## config.mk

```make
export PLATFORM = sky130hd
export DESIGN_NAME = issue_stage
export DESIGN_NICKNAME = d
export VERILOG_FILES = /design/src/rtl/issue_stage_pkg.sv /design/src/rtl/issue_stage_hazard_check.sv /design/src/rtl/issue_stage.sv
export SDC_FILE = /design/constraint.sdc
export NUM_CORES = 1
export LEC_CHECK = 0
export BUFFER_PORTS_ARGS = -buffer_cell sky130_fd_sc_hd__buf_4
export CORE_AREA = 2 2 213 215
export DETAILED_ROUTE_END_ITERATION = 12
export DIE_AREA = 0 0 215 217
export PLACE_DENSITY = 0.51
export SYNTH_ARGS = -nofsm -noshare
export SYNTH_HDL_FRONTEND = slang
export SYNTH_SLANG_ARGS = --single-unit
```

## constraint.sdc

```tcl
create_clock -name clk -period 7.19 [get_ports clk]
set_clock_uncertainty 0.05 [all_clocks]
set_input_delay 1.0785 -clock clk [delete_from_list [all_inputs] [get_ports clk]]
set_output_delay 1.0785 -clock clk [all_outputs]
set_load 0.03 [all_outputs]
```

## src/rtl/issue_stage_pkg.sv

```systemverilog
// Shared superscalar types: decode/EX slot payload, issue FSM states and small helpers.
// Used by issue_stage and issue_hazard_check.
package issue_stage_pkg;

    typedef struct packed {
        logic [4:0]  rs;
        logic [4:0]  rt;
        logic [4:0]  writeRegister;
        logic        regWrite;
        logic        memRead;
        logic [3:0]  ctrl;
        logic [31:0] opA;
        logic [31:0] opB;
        logic [31:0] pc;
    } slot_t;

    localparam int SLOT_W = $bits(slot_t);

    typedef enum logic [1:0] {
        ST_NORMAL = 2'b00,
        ST_SPLIT  = 2'b01
    } issue_state_t;

    // An invalid lane must never look like a register writer or a load downstream.
    function automatic slot_t lane_payload(input slot_t s, input logic valid);
        slot_t r;
        r          = s;
        r.regWrite = s.regWrite & valid;
        r.memRead  = s.memRead & valid;
        return r;
    endfunction

    // Register 0 is hardwired, so a write to it never creates a dependency.
    function automatic logic reg_match(input logic [4:0] wr, input logic [4:0] rs,
                                       input logic [4:0] rt);
        return (wr != 5'd0) && ((wr == rs) || (wr == rt));
    endfunction

endpackage

```

## src/rtl/issue_stage_hazard_check.sv

```systemverilog
// Combinational hazard detection for the dual-issue stage: EX load-use and
// intra-bundle read-after-write between the two decode slots.
module issue_hazard_check
    import issue_stage_pkg::*;
(
    input  logic       split,
    input  logic       valid_d1,
    input  logic       valid_d2,
    input  logic [4:0] d1_rs,
    input  logic [4:0] d1_rt,
    input  logic [4:0] d1_wr,
    input  logic       d1_reg_write,
    input  logic [4:0] d2_rs,
    input  logic [4:0] d2_rt,
    input  logic       valid_e1,
    input  logic       valid_e2,
    input  logic [4:0] e1_wr,
    input  logic       e1_mem_read,
    input  logic [4:0] e2_wr,
    input  logic       e2_mem_read,
    output logic       load_use,
    output logic       intra_dep
);

    logic d1_pending;
    logic e1_load;
    logic e2_load;
    logic e1_hit;
    logic e2_hit;

    // While split, slot 1 has already left decode; only slot 2 is still waiting.
    assign d1_pending = valid_d1 && !split;
    assign e1_load    = valid_e1 && e1_mem_read;
    assign e2_load    = valid_e2 && e2_mem_read;

    assign e1_hit = (d1_pending && reg_match(e1_wr, d1_rs, d1_rt)) ||
                    (valid_d2 && reg_match(e1_wr, d2_rs, d2_rt));
    assign e2_hit = (d1_pending && reg_match(e2_wr, d1_rs, d1_rt)) ||
                    (valid_d2 && reg_match(e2_wr, d2_rs, d2_rt));

    assign load_use  = (e1_load && e1_hit) || (e2_load && e2_hit);
    assign intra_dep = valid_d1 && valid_d2 && d1_reg_write &&
                       reg_match(d1_wr, d2_rs, d2_rt);

endmodule

```

## src/rtl/issue_stage.sv

```systemverilog
// Dual-issue decode-to-EX stage with load-use stalls and bundle splitting.
// Optional performance counters are built when ISSUE_PERF_CNT_EN is defined.
module issue_stage
    import issue_stage_pkg::*;
(
    input  logic              clk,
    input  logic              reset,
    input  logic [SLOT_W-1:0] slotD1,
    input  logic [SLOT_W-1:0] slotD2,
    input  logic              validD1,
    input  logic              validD2,
    input  logic              stallE,
    input  logic              flushE,
    output logic [SLOT_W-1:0] slotE1,
    output logic [SLOT_W-1:0] slotE2,
    output logic              validE1,
    output logic              validE2,
    output logic              stallD,
    output logic [31:0]       stallCount,
    output logic [31:0]       splitCount
);

    slot_t        slot_d1;
    slot_t        slot_d2;
    slot_t        slot_e1_q;
    slot_t        slot_e2_q;
    logic         valid_e1_q;
    logic         valid_e2_q;
    issue_state_t state_q;

    logic load_use;
    logic intra_dep;
    logic split_req;
    logic load_use_fire;
    logic split_fire;

    assign slot_d1 = slot_t'(slotD1);
    assign slot_d2 = slot_t'(slotD2);

    issue_hazard_check u_hazard (
        .split        (state_q == ST_SPLIT),
        .valid_d1     (validD1),
        .valid_d2     (validD2),
        .d1_rs        (slot_d1.rs),
        .d1_rt        (slot_d1.rt),
        .d1_wr        (slot_d1.writeRegister),
        .d1_reg_write (slot_d1.regWrite),
        .d2_rs        (slot_d2.rs),
        .d2_rt        (slot_d2.rt),
        .valid_e1     (valid_e1_q),
        .valid_e2     (valid_e2_q),
        .e1_wr        (slot_e1_q.writeRegister),
        .e1_mem_read  (slot_e1_q.memRead),
        .e2_wr        (slot_e2_q.writeRegister),
        .e2_mem_read  (slot_e2_q.memRead),
        .load_use     (load_use),
        .intra_dep    (intra_dep)
    );

    assign split_req     = (state_q == ST_NORMAL) && intra_dep;
    assign load_use_fire = !flushE && !stallE && load_use;
    assign split_fire    = !flushE && !stallE && !load_use && split_req;

    // Decode holds for backpressure, a load bubble, or the first half of a split; a flush overrides all.
    assign stallD = !flushE && (stallE || load_use || split_req);

    always_ff @(posedge clk or posedge reset) begin
        if (reset) begin
            slot_e1_q  <= '0;
            slot_e2_q  <= '0;
            valid_e1_q <= 1'b0;
            valid_e2_q <= 1'b0;
            state_q    <= ST_NORMAL;
        end else if (flushE) begin
            slot_e1_q  <= lane_payload(slot_e1_q, 1'b0);
            slot_e2_q  <= lane_payload(slot_e2_q, 1'b0);
            valid_e1_q <= 1'b0;
            valid_e2_q <= 1'b0;
            state_q    <= ST_NORMAL;
        end else if (!stallE) begin
            if (load_use) begin
                slot_e1_q  <= lane_payload(slot_e1_q, 1'b0);
                slot_e2_q  <= lane_payload(slot_e2_q, 1'b0);
                valid_e1_q <= 1'b0;
                valid_e2_q <= 1'b0;
            end else begin
                case (state_q)
                    ST_NORMAL: begin
                        if (split_fire) begin
                            slot_e1_q  <= slot_d1;
                            slot_e2_q  <= lane_payload(slot_d2, 1'b0);
                            valid_e1_q <= 1'b1;
                            valid_e2_q <= 1'b0;
                            state_q    <= ST_SPLIT;
                        end else begin
                            slot_e1_q  <= lane_payload(slot_d1, validD1);
                            slot_e2_q  <= lane_payload(slot_d2, validD2);
                            valid_e1_q <= validD1;
                            valid_e2_q <= validD2;
                        end
                    end
                    // The dependent op goes to lane 1 so lane-1 M->E forwarding covers it.
                    ST_SPLIT: begin
                        slot_e1_q  <= lane_payload(slot_d2, validD2);
                        slot_e2_q  <= lane_payload(slot_e2_q, 1'b0);
                        valid_e1_q <= validD2;
                        valid_e2_q <= 1'b0;
                        state_q    <= ST_NORMAL;
                    end
                    default: begin
                        slot_e1_q  <= lane_payload(slot_e1_q, 1'b0);
                        slot_e2_q  <= lane_payload(slot_e2_q, 1'b0);
                        valid_e1_q <= 1'b0;
                        valid_e2_q <= 1'b0;
                        state_q    <= ST_NORMAL;
                    end
                endcase
            end
        end
    end

    assign slotE1  = slot_e1_q;
    assign slotE2  = slot_e2_q;
    assign validE1 = valid_e1_q;
    assign validE2 = valid_e2_q;

`ifdef ISSUE_PERF_CNT_EN
    logic [31:0] stall_count_q;
    logic [31:0] split_count_q;

    always_ff @(posedge clk or posedge reset) begin
        if (reset) begin
            stall_count_q <= '0;
            split_count_q <= '0;
        end else begin
            if (load_use_fire) stall_count_q <= stall_count_q + 32'd1;
            if (split_fire)    split_count_q <= split_count_q + 32'd1;
        end
    end

    assign stallCount = stall_count_q;
    assign splitCount = split_count_q;
`else
    logic unused_perf;
    assign unused_perf = load_use_fire;
    assign stallCount  = '0;
    assign splitCount  = '0;
`endif

endmodule
```

==> impl_metrics.ini <==
[run_status]
status = finished clean

[layout]
drive_gt1_share_pct = 65.74
fin_area_um2 = 16260
instances_no_fill = 1893
fin_util_pct = 36.37
nFillCells = 4485
area_delta_synth_final_pct = 42.22
num-nets-final = 1509
antennaDiodeCount = 0

[sta]
slew_headroom_pct = 37.31
finalMaxSlewViolations = 0
rsz0062_at_grt = false
setup_tns_ns = 0
clock.fmax_mhz = 264.5
setup-violations-final = 0
finalCritPeriodShare_pct = 52.58
worstMarginPinSlew_ns = 0.9403
final.min_clock_period_ns = 3.781
finalHoldViolations = 0

[detailed_routing]
wl_per_cell_um = 19.99
drc_errors = 0
drt_iter0_drc = 282
wirelength_mm = 37.84
avgViaCountPerCell = 4.268
firstDrtPassIters = 4
drtAntennaViolNets = 0
vias = 8080

[min_path]
hold_depth = 1
hp-class = register to register

[flow_run]
drv_cap = 0

[clock_tree]
cts_tree = built
post_cts_buffers = 0
cts.repair.resized = 0
cts-root-buf = clkbuf_16
path_clk_slew_ns = 0.06
numCtsBuffers = 30
htree_levels = 1
cts_sinks = 237
insertion_delay_ns = 0.56
cts-hold-fix-buffers = 0
clockBufferDepth = 3

[die]
ios = 541
die_area_um2 = 46660
num_rows = 78
die_x_um = 215
start_util_pct = 25.57
core_region_area_um2 = 44700
die_h_um = 217

[synthesis]
synth_area_um2 = 11430
syn_area_per_cell_um2 = 14.20
synth.distinct_cells = 32
yosysSeqAreaShare_pct = 51.89
synthCells = 805
synth_flop_cell = dfrtp_1
synth_area_leaders = dfrtp_1 (52%), mux2_2 (31%), buf_4 (5.5%)
ys_async_sr_fraction_pct = 100.0
synth_edf_count = 0
yosysWarnings = 0
synth_top_area_share_pct = 51.89
yosysTopAreaCell = dfrtp_1
synth_seq_cells = 237

[critical_path]
crit_family = simple AND/OR/NAND/NOR gates
critPathArrivalTime_ns = 2.65
endpoint_kind = output pin
cp-start-kind = input pin
worst_path_largest_cell_delay_ns = 0.46
worst-path-buf-inv = 2
ff2ff_path_depth = 7
critical_path_depth = 7
cp_cell_sequence = buf_4 -> nor2b_1 -> a22oi_1 -> nor2_1 -> nor2_1 -> a21oi_1 -> buf_4
required_ns = 6.06
crit_type = input pin to output pin
slowest_stage = nor2b_1
cp_max_fo = 6

[power_and_ir_drop]
power_uw = 4434
p_int_uw = 2957
p_per_area_nw_per_um2 = 272.8
clock_power_share_pct = 33.3
power.leakage_uw = 0.007323
seqPwrFrac_pct = 37.5
switchingPower_uw = 1477
peakVddDrop_v = 0.0001685
power.share.switching_pct = 33.32
power.share.combinational_pct = 29.2

[place]
dp_hpwl_mm = 27.61
port_buffers = 476
dp.cells = 1837
dpl_cell_area_um2 = 15280
gp_congestion = 0.8191

[grt]
grt_pass1_vias = 8766
grt_max_degree = 145
grt_pass1_wl_mm = 56.38
overflow = 0
grtUsageTotal_pct = 15.73
antenna_found_initial = 0
==> layout by cell type, fill, tap and decap left out, drive strengths merged, types with 4 or more instances in the layout <==
cell type,n
dfrtp,237
xor2,4
clkinv,6
mux2,345
xnor2,46
a22o,4
a32o,4
nor3,4
clkbuf,47
conb,64
buf,484
nand3,11
o22ai,4
nand2,8
==> flip-flops by register name, indices dropped and copies added (netlist names) <==
signal   count
validE1      1
validE2      1
slotE1     117
slotE2     117
state_q      1
==> final timing paths <==
check	from	end	slack, ns
max	validD1	stallD	3.41
min	slotE2[12]	slotE2[12]	0.44
max reg2reg	slotE2[104]	slotE2[66]	3.78
min reg2reg	slotE2[12]	slotE2[12]	0.44
max in group asynchronous	reset	state_q[0]	5.08
min in group asynchronous	reset	slotE1[22]	0.61
==> power by group through the flow <==
stage	combinational, uW	sequential (uW)	clock, uW
after floorplan	412	2040	0
after global placement	1310	1680	0
after detailed placement	1310	1680	0
after CTS	1310	1660	1530
after global routing	1370	1690	1590
final	1290	1660	1480
==> logic make-up (layout without fill, tap and decap cells) <==
kind of cell    count (synthesis)  count (layout)  share of synthesized area (%)
mux                           345             345                          33.99
xor+xnor                       50              50                          3.831
other cells                     1              64                        0.03281
compound gates                 23              23                          1.565
buf+inv                       116             541                          7.214
flops                         237             237                          51.89
simple gates                   33              33                          1.478
==> through the flow <==
| stage | worst slack [ns] | hold slack (ns) |
|---|---|---|
| final | 3.409 | 0.4363 |
| after global routing | 3.219 | 0.4566 |
| after CTS | 3.356 | 0.4396 |
| after detailed placement | 3.251 | 0.4260 |
| after global placement | 3.283 | 0.4210 |
| after floorplan | 2.956 | 0.4475 |
==> cells in the mapped netlist (all sizes together) (3+ instances only) <==
master / count
o22ai: 4
buf: 103
clkbuf: 12
a32o: 4
a22o: 4
nand2: 8
xnor2: 46
mux2: 345
nor3: 4
xor2: 4
nor2: 3
a21oi: 3
dfrtp: 237
nand3: 11
==> metal layers <==
layer	share of wire, %	global-route usage (%)	vias up
li1	-	-	3642
met1	38	18.08	4022
met2	49	27.14	368
met3	10	6.024	48
met4	2.5	4.736	0
met5	0	0	-
==> final cells by class <==
class	count	area (um^2)	area share, %
timing repair buffer	484	3659	22.51
inverter	1	7.507	0.04618
clock buffer	47	925.9	5.696
clock inverter	9	53.80	0.3310
multi-input combinational	515	4925	30.30
tap	600	750.7	4.618
sequential	237	5934	36.51
Power figures use the tool's default switching activity.
